===== config.mk =====
export PLATFORM = sky130hd
export DESIGN_NAME = pwm_mmio
export DESIGN_NICKNAME = d
export VERILOG_FILES = /design/src/rtl/pwm_mmio_pkg.sv /design/src/rtl/pwm_channel.sv /design/src/rtl/pwm_mmio.sv
export SDC_FILE = /design/constraint.sdc
export NUM_CORES = 1
export LEC_CHECK = 0
export BUFFER_PORTS_ARGS = -buffer_cell sky130_fd_sc_hd__buf_2
export CORE_UTILIZATION = 60
export DETAILED_ROUTE_END_ITERATION = 10
export HOLD_SLACK_MARGIN = 0.06
export PLACE_DENSITY = 0.78
export SETUP_SLACK_MARGIN = 0.5
export SYNTH_ARGS = -nofsm -noshare
export SYNTH_HDL_FRONTEND = slang
export SYNTH_SLANG_ARGS = --single-unit

===== constraint.sdc =====
create_clock -name clk -period 5.55 [get_ports clk]
set_clock_uncertainty 0.1 [all_clocks]
set_input_delay 0.555 -clock clk [delete_from_list [all_inputs] [get_ports clk]]
set_output_delay 0.555 -clock clk [all_outputs]
set_load 0.03 [all_outputs]

===== src/rtl/pwm_mmio_pkg.sv =====
// Shared definitions for the memory-mapped PWM block: store-size encodings,
// register offsets and the byte-lane merge used for partial stores.
package pwm_mmio_pkg;

    typedef enum logic [2:0] {
        MEM_SB = 3'b000,
        MEM_SH = 3'b001,
        MEM_SW = 3'b010
    } mem_size_e;

    localparam logic [31:0] PWM_CTRL   = 32'h00;
    localparam logic [31:0] PWM_PERIOD = 32'h04;
    localparam logic [31:0] PWM_DUTY0  = 32'h08;

    // STATUS sits directly after the last DUTY register, so it moves with the channel count.
    function automatic logic [31:0] pwm_status_off(input int num_ch);
        return PWM_DUTY0 + 32'(4 * num_ch);
    endfunction

    typedef struct packed {
        logic        ok;
        logic [31:0] data;
    } merge_t;

    function automatic merge_t lane_merge(input logic [31:0] old_val,
                                          input logic [31:0] wdata,
                                          input logic [2:0]  funct3,
                                          input logic [1:0]  lane);
        merge_t r;
        r.ok   = 1'b0;
        r.data = old_val;
        case (mem_size_e'(funct3))
            MEM_SB: begin
                r.ok = 1'b1;
                r.data[{lane, 3'b000} +: 8] = wdata[7:0];
            end
            MEM_SH: begin
                if (!lane[0]) begin
                    r.ok = 1'b1;
                    r.data[{lane[1], 4'b0000} +: 16] = wdata[15:0];
                end
            end
            MEM_SW: begin
                if (lane == 2'b00) begin
                    r.ok   = 1'b1;
                    r.data = wdata;
                end
            end
            default: r.ok = 1'b0;
        endcase
        return r;
    endfunction

endpackage


===== src/rtl/pwm_channel.sv =====
// One PWM channel: double-buffered duty (shadow + active), comparator and output flop.
module pwm_channel #(
    parameter int PWM_BITS   = 8,
    parameter bit ACTIVE_LOW = 1'b1
) (
    input  logic                clk,
    input  logic                reset,
    input  logic                duty_we,
    input  logic [PWM_BITS:0]   duty_wdata,
    input  logic                load_active,
    input  logic [PWM_BITS-1:0] counter,
    input  logic                enable,
    output logic [PWM_BITS:0]   duty_shadow,
    output logic                pwm_out
);

    logic [PWM_BITS:0] shadow_q, shadow_d;
    logic [PWM_BITS:0] active_q, active_d;
    logic              pwm_q, pwm_d;

    always_comb begin
        shadow_d = duty_we ? duty_wdata : shadow_q;
        // A wrap takes the pre-write shadow; while stopped, active follows every write.
        if (load_active)   active_d = shadow_q;
        else if (!enable)  active_d = shadow_d;
        else               active_d = active_q;
        pwm_d = (enable && ({1'b0, counter} < active_q)) ^ ACTIVE_LOW;
    end

    always_ff @(posedge clk) begin
        if (reset) begin
            shadow_q <= '0;
            active_q <= '0;
            pwm_q    <= ACTIVE_LOW;
        end else begin
            shadow_q <= shadow_d;
            active_q <= active_d;
            pwm_q    <= pwm_d;
        end
    end

    assign duty_shadow = shadow_q;
    assign pwm_out     = pwm_q;

endmodule


===== src/rtl/pwm_mmio.sv =====
// Memory-mapped N-channel PWM peripheral: bus decode, CTRL/PERIOD registers,
// prescaler, shared period counter and registered read mux.
module pwm_mmio
    import pwm_mmio_pkg::*;
#(
    parameter int          NUM_CH     = 4,
    parameter int          PWM_BITS   = 8,
    parameter int          PRE_BITS   = 16,
    parameter logic [31:0] BASE_ADDR  = 32'hFFFF_FF00,
    parameter bit          ACTIVE_LOW = 1'b1
) (
    input  logic              clk,
    input  logic              reset,
    input  logic [31:0]       addr,
    input  logic              wr_en,
    input  logic [2:0]        funct3,
    input  logic [31:0]       wdata,
    output logic [31:0]       rdata,
    output logic              hit,
    output logic [NUM_CH-1:0] pwm_out,
    output logic              wrap_pulse
);

    localparam logic [31:0] WIN_BYTES  = 32'(4 * (NUM_CH + 3));
    localparam logic [31:0] STATUS_OFF = pwm_status_off(NUM_CH);

    logic                en_q, en_d;
    logic [PRE_BITS-1:0] pre_val_q, pre_val_d;
    logic [PRE_BITS-1:0] pre_cnt_q, pre_cnt_d;
    logic [PWM_BITS-1:0] period_q, period_d;
    logic [PWM_BITS-1:0] cnt_q, cnt_d;
    logic                wrap_q, wrap_d;
    logic                hit_q, hit_d;
    logic [31:0]         rdata_q, rdata_d;

    logic [31:0]       offset, word_off, cur_img;
    logic              in_win, wr_ok, tick, wrap, run;
    merge_t            merged;
    logic [NUM_CH-1:0] duty_we;
    logic [PWM_BITS:0] duty_shadow [NUM_CH];
    logic              unused_merge;

    // Register image at the addressed word; shared by the read mux and the store merge.
    always_comb begin
        offset   = addr - BASE_ADDR;
        in_win   = offset < WIN_BYTES;
        word_off = {offset[31:2], 2'b00};
        cur_img  = '0;
        if (word_off == PWM_CTRL) begin
            cur_img[0]               = en_q;
            cur_img[16 +: PRE_BITS]  = pre_val_q;
        end else if (word_off == PWM_PERIOD) begin
            cur_img[PWM_BITS-1:0] = period_q;
        end else if (word_off == STATUS_OFF) begin
            cur_img[PWM_BITS-1:0] = cnt_q;
            cur_img[31]           = en_q;
        end
        for (int i = 0; i < NUM_CH; i++) begin
            if (word_off == PWM_DUTY0 + 32'(4 * i)) cur_img[PWM_BITS:0] = duty_shadow[i];
        end
        merged = lane_merge(cur_img, wdata, funct3, offset[1:0]);
        wr_ok  = wr_en && in_win && merged.ok;
    end

    always_comb begin
        en_d      = en_q;
        pre_val_d = pre_val_q;
        period_d  = period_q;
        if (wr_ok && word_off == PWM_CTRL) begin
            en_d      = merged.data[0];
            pre_val_d = merged.data[16 +: PRE_BITS];
        end
        if (wr_ok && word_off == PWM_PERIOD) period_d = merged.data[PWM_BITS-1:0];
        for (int i = 0; i < NUM_CH; i++) begin
            duty_we[i] = wr_ok && (word_off == PWM_DUTY0 + 32'(4 * i));
        end

        // >= keeps both counters sane when a smaller limit is written mid-count.
        tick = en_q && (pre_cnt_q >= pre_val_q);
        wrap = tick && (cnt_q >= period_q);
        run  = en_q && en_d;

        if (!en_q || !en_d || tick) pre_cnt_d = '0;
        else                        pre_cnt_d = pre_cnt_q + PRE_BITS'(1);

        if (!en_d || wrap) cnt_d = '0;
        else if (tick)     cnt_d = cnt_q + PWM_BITS'(1);
        else               cnt_d = cnt_q;

        wrap_d  = wrap;
        hit_d   = in_win;
        rdata_d = in_win ? cur_img : '0;
    end

    assign unused_merge = ^merged.data;

    // NOTE: state updates use non-blocking assignments so every flop samples pre-edge values.
    always_ff @(posedge clk) begin
        if (reset) begin
            en_q      <= 1'b0;
            pre_val_q <= '0;
            pre_cnt_q <= '0;
            period_q  <= '1;
            cnt_q     <= '0;
            wrap_q    <= 1'b0;
            hit_q     <= 1'b0;
            rdata_q   <= '0;
        end else begin
            en_q      <= en_d;
            pre_val_q <= pre_val_d;
            pre_cnt_q <= pre_cnt_d;
            period_q  <= period_d;
            cnt_q     <= cnt_d;
            wrap_q    <= wrap_d;
            hit_q     <= hit_d;
            rdata_q   <= rdata_d;
        end
    end

    for (genvar g = 0; g < NUM_CH; g++) begin : g_ch
        pwm_channel #(
            .PWM_BITS   (PWM_BITS),
            .ACTIVE_LOW (ACTIVE_LOW)
        ) u_ch (
            .clk         (clk),
            .reset       (reset),
            .duty_we     (duty_we[g]),
            .duty_wdata  (merged.data[PWM_BITS:0]),
            .load_active (wrap),
            .counter     (cnt_q),
            .enable      (run),
            .duty_shadow (duty_shadow[g]),
            .pwm_out     (pwm_out[g])
        );
    end

    assign rdata      = rdata_q;
    assign hit        = hit_q;
    assign wrap_pulse = wrap_q;

endmodule


# Yosys cells after proc, flatten, opt, wreduce, memory -nomap -nowiden
# Cells that the tools add are included.
[word_totals] output_inout_bits=38 inputBits=70 word_cells=109 regBits=159
[op_classes] addsub=5 n_bitwise=5 order_cmp=7 n_mux=31 n_eq_ne=9 shift=4 n_reduce_logical=27
[op_table] operator="2-to-1 mux 9 bit" n=16
[op_table] operator="one-hot mux 32 bit (3 select lines)" n=1
[op_table] operator="equality test 30 x 3 -> 1 bit (second input constant)" n=3
[op_table] operator="2-to-1 mux 33 bit" n=2
[op_table] operator="bitwise mux 32 bit" n=2
[op_table] operator="equality test 30 x 2 -> 1 bit (second input constant)" n=2
[op_table] operator="less-than comparator 8 x 9 -> 1 bit" n=4
[op_table] operator="zero test 32 bit" n=1
[op_table] operator="less-than comparator 32 x 5 -> 1 bit (second input constant)" n=1
[op_table] operator="variable shift 16 x 7 -> 32 bit (first input constant)" n=1
[op_table] operator="variable shift 8 x 7 -> 32 bit (first input constant)" n=1
[op_table] operator="variable part select 16 x 7 -> 32 bit" n=1
[op_table] operator="variable part select 8 x 7 -> 32 bit" n=1
[op_table] operator="subtractor 32 bit (second input constant)" n=1
[op_table] operator="equality test 30 x 1 -> 1 bit (second input constant)" n=1
[op_table] operator="zero test 30 bit" n=1
[op_table] operator="adder 16 x 1 -> 16 bit (second input constant)" n=1
[op_table] operator="greater-or-equal comparator 16 bit" n=1
[op_table] operator="2-to-1 mux 8 bit" n=2
[op_table] operator="logical AND 1 bit" n=15
[op_table] operator="2-to-1 mux 15 bit" n=1
[op_table] operator="negation 5 -> 7 bit" n=2
[op_table] operator="adder 8 x 1 -> 8 bit (second input constant)" n=1
[op_table] operator="greater-or-equal comparator 8 bit" n=1
[op_table] operator="other kinds (12)" n=25

# Logic depth before layout (Yosys ltp)
# Gate-level depths: netlist of the first run.
[depth] ltp_word=19 depth_mapped=14 ltp_nobuf=10

# By module
# A second synthesis of the first run with hierarchy kept.
[unflattened] hier_cells=1038 area_unflattened_um2=9182.6
[by_module_without_submodules] module="pwm_mmio" cells_each=630 n_inst=1 seq_area_each_um2=1521.5 area_each_um2=5158.7
[by_module_without_submodules] module="pwm_channel" cells_each=102 n_inst=4 seq_area_each_um2=380.4 area_each_um2=1006.0

# Worst setup path after synthesis of the first run
# OpenSTA, ideal clock, no wires.
[synth_path] path_kind="input -> register" start="input addr[9]" end="register g_ch[1].u_ch.active_q[7]" required_ns=5.316 arrival_time_ns=3.175 setup_ns=0.134 stages=11 setup_slack_ns=2.142 path_buffers=3 cell_sequence="nand4_2 > nor4_1 > nand3_1 > mux2i_1 > or4_1 > buf_4 > buf_6 > buf_6 > or4_1 > o211ai_1 > a211oi_1"
[synth_via] elab_chain_len=15 word_cells_on_any_way=33
[synth_rtl] item="start, declared" line_no="pwm_mmio.sv:14" text="input logic [31:0] addr,"
[synth_rtl] item="subtractor 32 bit *" line_no="pwm_mmio.sv:45" text="offset = addr - BASE_ADDR;"
[synth_rtl] item="equality test 30 x 3 -> 1 bit" line_no="pwm_mmio.sv:54" text="end else if (word_off == STATUS_OFF) begin"
[synth_rtl] item="2-to-1 mux 8 bit" line_no="pwm_mmio.sv:54"
[synth_rtl] item="2-to-1 mux 8 bit" line_no="pwm_mmio.sv:52" text="end else if (word_off == PWM_PERIOD) begin"
[synth_rtl] item="2-to-1 mux 7 bit or 2-to-1 mux 1 bit (tied branches)" line_no="pwm_mmio.sv:49" text="if (word_off == PWM_CTRL) begin"
[synth_rtl] item="2-to-1 mux 9 bit (4 in a row)" line_no="pwm_mmio.sv:59" text="if (word_off == PWM_DUTY0 + 32'(4 * i)) cur_img[PWM_BITS:0] = duty_shadow[i];"
[synth_rtl] item="bitwise mux 32 bit" line_no="pwm_mmio_pkg.sv:40" text="r.data[{lane[1], 4'b0000} +: 16] = wdata[15:0];"
[synth_rtl] item="2-to-1 mux 33 bit" line_no="pwm_mmio_pkg.sv:38" text="if (!lane[0]) begin"
[synth_rtl] item="one-hot mux 32 bit (3 select lines)" line_no="pwm_mmio_pkg.sv:32" text="case (mem_size_e'(funct3))"
[synth_rtl] item="2-to-1 mux 9 bit or 2-to-1 mux 1 bit (tied branches)" line_no="pwm_channel.sv:22, pwm_mmio.sv:69"
[synth_rtl] item="2-to-1 mux 9 bit or logical AND 1 bit (tied branches)" line_no="pwm_channel.sv:25, pwm_mmio.sv:81"
[synth_rtl] item="2-to-1 mux 9 bit or != test 2 x 1 -> 1 bit (tied branches)"
[synth_rtl] item="end signal, assigned" line_no="pwm_channel.sv:37" text="active_q <= active_d;"
[synth_rtl] item="end, declared" line_no="pwm_channel.sv:18" text="logic [PWM_BITS:0] active_q, active_d;"
# Every way passes the cells marked *; elsewhere a longest branch is shown, timed or not. The select of a mux whose other input is x is not followed.
# A chain may end at the register's enable or synchronous reset.

# Worst setup path in the final report of the first run
[layout_path] start="input addr[9]" end="register g_ch[0].u_ch.shadow_q[3]"
[layout_via] elab_chain_len=13 word_cells_on_any_way=25
[layout_rtl] item="subtractor 32 bit *" line_no="pwm_mmio.sv:45"
[layout_rtl] item="equality test 30 x 3 -> 1 bit" line_no="pwm_mmio.sv:54"
[layout_rtl] item="2-to-1 mux 8 bit" line_no="pwm_mmio.sv:54"
[layout_rtl] item="2-to-1 mux 8 bit" line_no="pwm_mmio.sv:52"
[layout_rtl] item="2-to-1 mux 7 bit" line_no="pwm_mmio.sv:49"
[layout_rtl] item="2-to-1 mux 9 bit (4 in a row)" line_no="pwm_mmio.sv:59"
[layout_rtl] item="bitwise mux 32 bit" line_no="pwm_mmio_pkg.sv:40"
[layout_rtl] item="2-to-1 mux 33 bit" line_no="pwm_mmio_pkg.sv:38"
[layout_rtl] item="one-hot mux 32 bit (3 select lines)" line_no="pwm_mmio_pkg.sv:32"
[layout_rtl] item="2-to-1 mux 9 bit *" line_no="pwm_channel.sv:22" text="shadow_d = duty_we ? duty_wdata : shadow_q;"
[layout_rtl] item="end signal, assigned" line_no="pwm_channel.sv:36" text="shadow_q <= shadow_d;"
[layout_rtl] item="end, declared" line_no="pwm_channel.sv:17" text="logic [PWM_BITS:0] shadow_q, shadow_d;"
# Every way passes the cells marked *; elsewhere a longest branch is shown, timed or not.

==> metrics.yaml, run 1 <==
synth:
  synth-edff-count: 0
  ys.flop_type: "dfxtp_1"
  ys_seq_area_share_pct: 31.3
  netlist_top_cells_area: "dfxtp_1, ha_1, nand2_1, nor2_1, a21oi_1"
  ys_types: 85
  synthTopCellsByCount: "dfxtp_1, nand2_1, nor2_1"
  syn_inst: 1198
  synth.most_common_cell: "dfxtp_1"
  ys_warn_count: 0
  avgSynthCellArea_sq_um: 8.11
  synthArstFlopShare_pct: 0
  yosysTopAreaCellShare_pct: 31.3
  synth_area_leader_cell: "dfxtp_1"
  synthesis.area_sq_um: 9720
  ys_ff_latch: 152
timing:
  timing.slew.headroom_pct: 27.7
  rsz0062_at_grt: "false"
  hold_viol: 0
  period_minus_slack_ns: 4.20
  setup_viol: 0
  tightest_slew_ns: 1.08
  period_share_pct: 75.7
  max_freq_mhz: 238
  drv_slew: 0
  finalSetupTns_ns: 0
cells_and_area:
  fin_util_pct: 68.3
  syn_to_final_growth_pct: 11.2
  drive_gt1_share_pct: 15.2
  fin_area_sq_um: 10800
  fillCellCount: 1327
  num-nets-final: 1378
  diodes: 0
global_route:
  grt_max_degree: 71
  antenna_found_initial: 0
  grt_usage_pct: 38.0
  grt_pass1_wl_microns: 48900
  overflow: 0
  first_global_vias: 8882
power_and_ir_drop:
  irDropWorstVdd_mv: 0.211
  power_leakage_nw: 4.07
  power_density_nw_per_um2: 223
  swShare_pct: 26.5
  seq_power_share_pct: 45.3
  power_switching_mw: 0.639
  power_frac_comb_pct: 7.5
  p_int_mw: 1.77
  clkPwrFrac_pct: 47.3
drt:
  viasPerCell: 6.77
  route.top_layer_used: "met4"
  met2_length_microns: 13900
  first_pass_iters: 8
  drt_iter0_markers: 1581
  wl_microns: 31300
  wl_met3_microns: 3770
  antenna_left: 0
  route.detailed.drc: 0
  met1_length_microns: 12700
  post_drt_wl_per_cell_microns: 21.2
  via_count: 10007
clock_tree:
  post-cts-setup-buffer-count: 0
  cts_buffers: 17
  cts_hold_buf: 0
  htreeDepth: 4
  cts_buffer_depth: 2
  cts.sinks: 152
  clk_pin_slew_ns: 0.07
  clk_latency_ns: 0.44
  cts_tree: "yes"
  ctsRootBufferMaster: "clkbuf_16"
  cts_resized: 0
worst_setup_path:
  crit_required_ns: 5.81
  critPathKind: "in2reg"
  cp_max_fo: 32
  cpMaxStageDelayCell: "or4_2"
  end_kind: "register"
  max_stage_delay_ns: 1.03
  critPathTopFamily: "simple AND/OR/NAND/NOR gates"
  critPathBufInv: 2
  arrival_ns: 4.46
  crit_path_cell_trace: "buf_2 -> nand4_2 -> nor4_1 -> nand3_1 -> mux2i_1 -> or4_2 -> buf_4 -> o31ai_2 -> a22oi_1 -> nor2_1"
  cp-start-kind: "input pin"
place:
  portBuffers: 100
  gp_congestion: 0.981
  placed_area_sq_um: 10200
  dp.final_hpwl_microns: 22700
floorplanning:
  die-area_sq_um: 16700
  row_count: 46
  dieWidth_microns: 129
  io_pins: 108
  start_util_pct: 61.4
  die_h_microns: 129
  coreArea_sq_um: 15800
min_path:
  hold_class: "in2reg"
flow_run:
  cap_viol_max_count: 0
status:
  status: "finished clean"
==> per-stage QoR <==
stage               hold slack [ns]  instances  setup WS (ns)  power [mW]
floorplan                     0.321       1204           2.14        1.22
global placement              0.345       1446           1.09        1.29
global route                  0.288       1478           1.14        2.47
detailed placement            0.348       1446           1.01        1.29
CTS                           0.277       1478           1.44        2.40
finish                        0.287       1478           1.35        2.41
==> cell type report <==
| type | count | area (sq um) | area share (%) |
|---|---|---|---|
| Timing Repair Buffer | 120 | 651 | 6.02 |
| Clock buffer | 17 | 425 | 3.94 |
| Multi-Input combinational cell | 891 | 6020 | 55.7 |
| Clock inverter | 15 | 145 | 1.34 |
| Tap cell | 216 | 270 | 2.50 |
| Sequential cell | 152 | 3040 | 28.2 |
| Inverter | 67 | 251 | 2.33 |
==> power groups by stage <==
stage                     clock, mW  sequential [mW]  combinational, mW
after floorplan                   0             1.12              0.106
after global placement            0             1.12              0.170
after detailed placement          0             1.12              0.172
after CTS                      1.14             1.09              0.172
after global routing           1.19             1.09              0.189
final                          1.14             1.09              0.180
==> worst paths after layout <==
kind                          startpoint                     endpoint  slack [ns]  depth (start not counted)
min reg2reg  g_ch[0].u_ch.duty_shadow[0]  g_ch[0].u_ch.duty_shadow[0]        0.36                          2
max reg2reg                pre_val_q[13]     g_ch[0].u_ch.active_q[5]        2.12                         10
max                              addr[9]  g_ch[0].u_ch.duty_shadow[3]        1.35                         10
min                                reset  g_ch[0].u_ch.duty_shadow[0]        0.29                          2
==> placed cells by master, fill, tap and decap left out, drive strengths merged, types with 21 or more instances in the layout <==
| cell type | netlist | routed |
|---|---|---|
| dfxtp | 152 | 152 |
| buf | 37 | 120 |
| nand2 | 110 | 110 |
| nor2 | 104 | 104 |
| inv | 67 | 72 |
| a21oi | 66 | 66 |
| ha | 59 | 59 |
| nand3 | 50 | 50 |
| o21ai | 48 | 48 |
| nor3 | 34 | 34 |
| nor4 | 25 | 25 |
| nand4 | 24 | 24 |
| a221o | 23 | 23 |
| and3 | 22 | 22 |
| a22oi | 22 | 22 |
| a21o | 21 | 21 |
==> kinds of logic (layout without fill, tap and decap cells) <==
family | count (synthesis) | after routing | share of synthesized area, %
and+or+nand+nor | 448 | 448 | 24.2
AOI/OAI and AO/OA | 340 | 340 | 26.0
buffers and inverters | 161 | 219 | 7.28
DFF | 152 | 152 | 31.3
adders and majority gates | 59 | 59 | 7.60
xor gates and xnor gates | 24 | 24 | 2.16
muxes | 13 | 13 | 1.38
other | 1 | 7 | 0.0386
==> state kept, by name, indices dropped and copies added, names as in the netlist <==
register / cells
g_ch.u_ch.active_q: 36
g_ch.u_ch.duty_shadow: 36
rdata: 25
pre_cnt_q: 16
pre_val_q: 16
cnt_q: 8
period_q: 8
g_ch.u_ch.pwm_out: 4
en_q: 1
hit: 1
wrap_pulse: 1
==> metal layers <==
metal	GRT usage (%)	vias up
met2	57.9	758
met1	52.2	4573
met4	14.3	0
met5	0	-
met3	8.79	110
li1	-	4566
==> worst register-to-register path, cell delays in order, from the launching register on <==
cell and delay [ns]:
dfxtp_1 0.39, inv_1 0.11, ha_1 0.32, a21o_1 0.16
a21o_1 0.17, a221oi_1 0.39, o221ai_1 0.17, buf_4 0.22
and2_1 0.41, nor3_2 0.66, a221o_1 0.26
Note: power is estimated with default switching activity, not from simulation.
==> run 2, diff against run 1 <==
Settings changed: ABC_AREA set to 1, CORE_UTILIZATION 60 to 54, PLACE_DENSITY 0.78 to 0.74.
Clock period 5.55 ns to 3.58 ns, I/O delays scaled along.
==> run 2 against run 1 <==
Net effect: global-route usage is 4.8 points lower; via count is 10% higher; sequential power is 55% higher; synthesized cell count is 34% higher; first-iteration DRC count is 17% lower; cell area is 11% higher; critical path depth is 6 higher; combinational power is 56% higher; critical path type is now reg2reg; largest cell class unchanged.
==> metrics.yaml, run 2 <==
status:
  status: "finished clean"
cells_and_area:
  fillCellCount: 1680
  diodes: 0
  syn_to_final_growth_pct: 16.9
  seq_area_sq_um: 3040
  stdcell_count: 1976
  multi_input_area_sq_um: 6280
  layout_commonest_cell: "nand2_1"
  num-nets-final: 1858
  drive_gt1_share_pct: 15.3
  final_cell_mix: "nand2_1, nor2_1, inv_1, dfxtp_1, buf_2"
  fin_area_sq_um: 12000
worst_setup_path:
  path_depth: 16
  critPathKind: "reg2reg"
  critPathTopFamily: "compound AO/OA/AOI/OAI gates"
  arrival_ns: 3.13
  max_stage_delay_ns: 0.33
  end_kind: "register"
  cpMaxStageDelayCell: "dfxtp_1"
  cp_common_cell: "a21oi_1"
  r2r_setup_slack_ns: 0.67
  cp-start-kind: "register"
  cp_max_fo: 12
  r2r_start: "pre_val_q[3]"
  crit_path_cell_trace: "inv_1 -> ha_1 -> a21oi_1 -> o21ai_1 -> a21oi_1 -> o2111a_1 -> o41ai_1 -> buf_4 -> nand2_1 -> inv_2 -> nand2_2 -> clkinvlp_4 -> a21oi_4 -> buf_12 -> and2_1 -> nor2_1"
  r2r_cells: 16
  crit_required_ns: 3.80
  r2r-end: "g_ch[3].u_ch.active_q[2]"
  critPathBufInv: 5
floorplanning:
  die_h_microns: 140
  dieWidth_microns: 140
  row_count: 50
  io_pins: 108
  start_util_pct: 55.1
  coreArea_sq_um: 18700
  die-area_sq_um: 19600
flow_run:
  cap_viol_max_count: 0
place:
  dpl.cell_count: 1935
  portBuffers: 100
  dp.final_hpwl_microns: 24400
  gp_congestion: 1.01
  placed_area_sq_um: 11200
  place_ws_ns: 0.184
synth:
  synth_area_leader_cell: "dfxtp_1"
  syn_inst: 1609
  ys_types: 57
  netlist_top_cells_area: "dfxtp_1, nand2_1, nor2_1, inv_1, ha_1"
  ys_warn_count: 0
  synthArstFlopShare_pct: 0
  avgSynthCellArea_sq_um: 6.40
  synthesis.area_sq_um: 10300
  ys.flop_type: "dfxtp_1"
  yosysTopAreaCellShare_pct: 29.5
  synth.most_common_cell: "nand2_1"
  synthTopCellsByCount: "nand2_1, nor2_1, inv_1"
  synth-edff-count: 0
  ys_seq_area_share_pct: 29.5
  ys_ff_latch: 152
timing:
  drv_slew: 0
  hold_viol: 0
  tightest_slew_ns: 0.588
  period_minus_slack_ns: 2.91
  timing.slew.headroom_pct: 60.7
  setup_viol: 0
  rsz0062_at_grt: "true"
  period_share_pct: 81.2
  max_freq_mhz: 344
  worst_slack_ns: 0.672
  finalSetupTns_ns: 0
drt:
  route.detailed.drc: 0
  drt_iter0_markers: 1314
  viasPerCell: 5.58
  antenna_left: 0
  first_pass_iters: 9
  via_count: 11034
  post_drt_wl_per_cell_microns: 16.6
  wl_microns: 32800
clock_tree:
  clk_latency_ns: 0.43
  cts_buffers: 17
  cts_tree: "yes"
  ctsRootBufferMaster: "clkbuf_16"
  cts_buffer_depth: 2
  htreeDepth: 4
  cts_hold_buf: 0
  cts.sinks: 152
  clk_pin_slew_ns: 0.07
min_path:
  hold_class: "in2reg"
  hold_depth: 3
  hold_start: "wdata[19]"
  hold_path_end: "pre_val_q[3]"
power_and_ir_drop:
  total_power_mw: 3.85
  power_leakage_nw: 5.52
  power_density_nw_per_um2: 320
  irDropWorstVdd_mv: 0.324
global_route:
  grt_pass1_wl_microns: 50900
  overflow: 0
  antenna_found_initial: 0
  grt_usage_pct: 33.2
  grt_max_degree: 44
  first_global_vias: 9857
[run 2: cells by family (layout without fill, tap and decap cells)]
family | count (synthesis) | after routing | share of synthesized area, %
AO/OA/AOI/OAI | 263 | 263 | 14.7
other | 1 | 7 | 0.0364
buffers and inverters | 283 | 408 | 11.2
adder cells (fa/ha/maj) | 59 | 59 | 7.17
XOR/XNOR | 11 | 11 | 0.936
AND/OR/NAND/NOR | 840 | 842 | 36.4
flip-flops | 152 | 152 | 29.5
[run 2: where the power goes]
part | leakage [nW] | switching (mW) | total [mW] | internal, mW
combinational | 4.01 | 0.200 | 0.281 | 0.0807
sequential | 1.22 | 0.000000000265 | 1.69 | 1.69
clock | 0.286 | 0.784 | 1.88 | 1.10
total | 5.52 | 0.985 | 3.85 | 2.87
[run 2: tightest hold or removal path, stage by stage]
cell	delay (ns)
buf_2	0.08
a22oi_1	0.07
a41oi_1	0.15
[run 2: per-stage QoR]
step / util (%) / hold WS (ns)
floorplan: - / 0.330
CTS: 63.0 / 0.160
detailed placement: 59.7 / 0.359
global placement: 59.7 / 0.347
global route: 64.3 / 0.189
finish: 64.3 / 0.166
[run 2: cell type report]
class / count / area share [%]
Timing Repair Buffer: 155 / 8.04
Multi-Input combinational cell: 1182 / 52.2
Clock buffer: 21 / 3.91
Inverter: 221 / 6.99
Sequential cell: 152 / 25.3
Tap cell: 234 / 2.43
Clock inverter: 11 / 1.15
[run 2: layer usage]
metal	track usage [%]	vias up	wire length [microns]
met4	15.2	0	1400
met1	43.0	4940	13700
met2	54.2	548	14700
li1	-	5442	-
met5	0	-	0
met3	5.37	104	3030
[run 2: repair_timing]
item | 4_1_cts | 5_1_grt
gates resized for setup | 0 | 52
buffers inserted | 0 | 7
endpoints found under the setup margin | 0 | 69
[run 2: how the worst max path moves through the flow]
stage                   from                       end  slack, ns
2_1_floorplan  pre_val_q[11]  g_ch[0].u_ch.active_q[2]       0.68
3_3_place_gp         addr[9]  g_ch[1].u_ch.active_q[8]       0.19
3_5_place_dp         addr[9]  g_ch[3].u_ch.active_q[8]       0.18
4_1_cts         pre_val_q[9]  g_ch[0].u_ch.active_q[0]       0.57
5_1_grt             addr[19]              pre_cnt_q[4]       0.47
6_report        pre_val_q[3]  g_ch[3].u_ch.active_q[2]       0.67
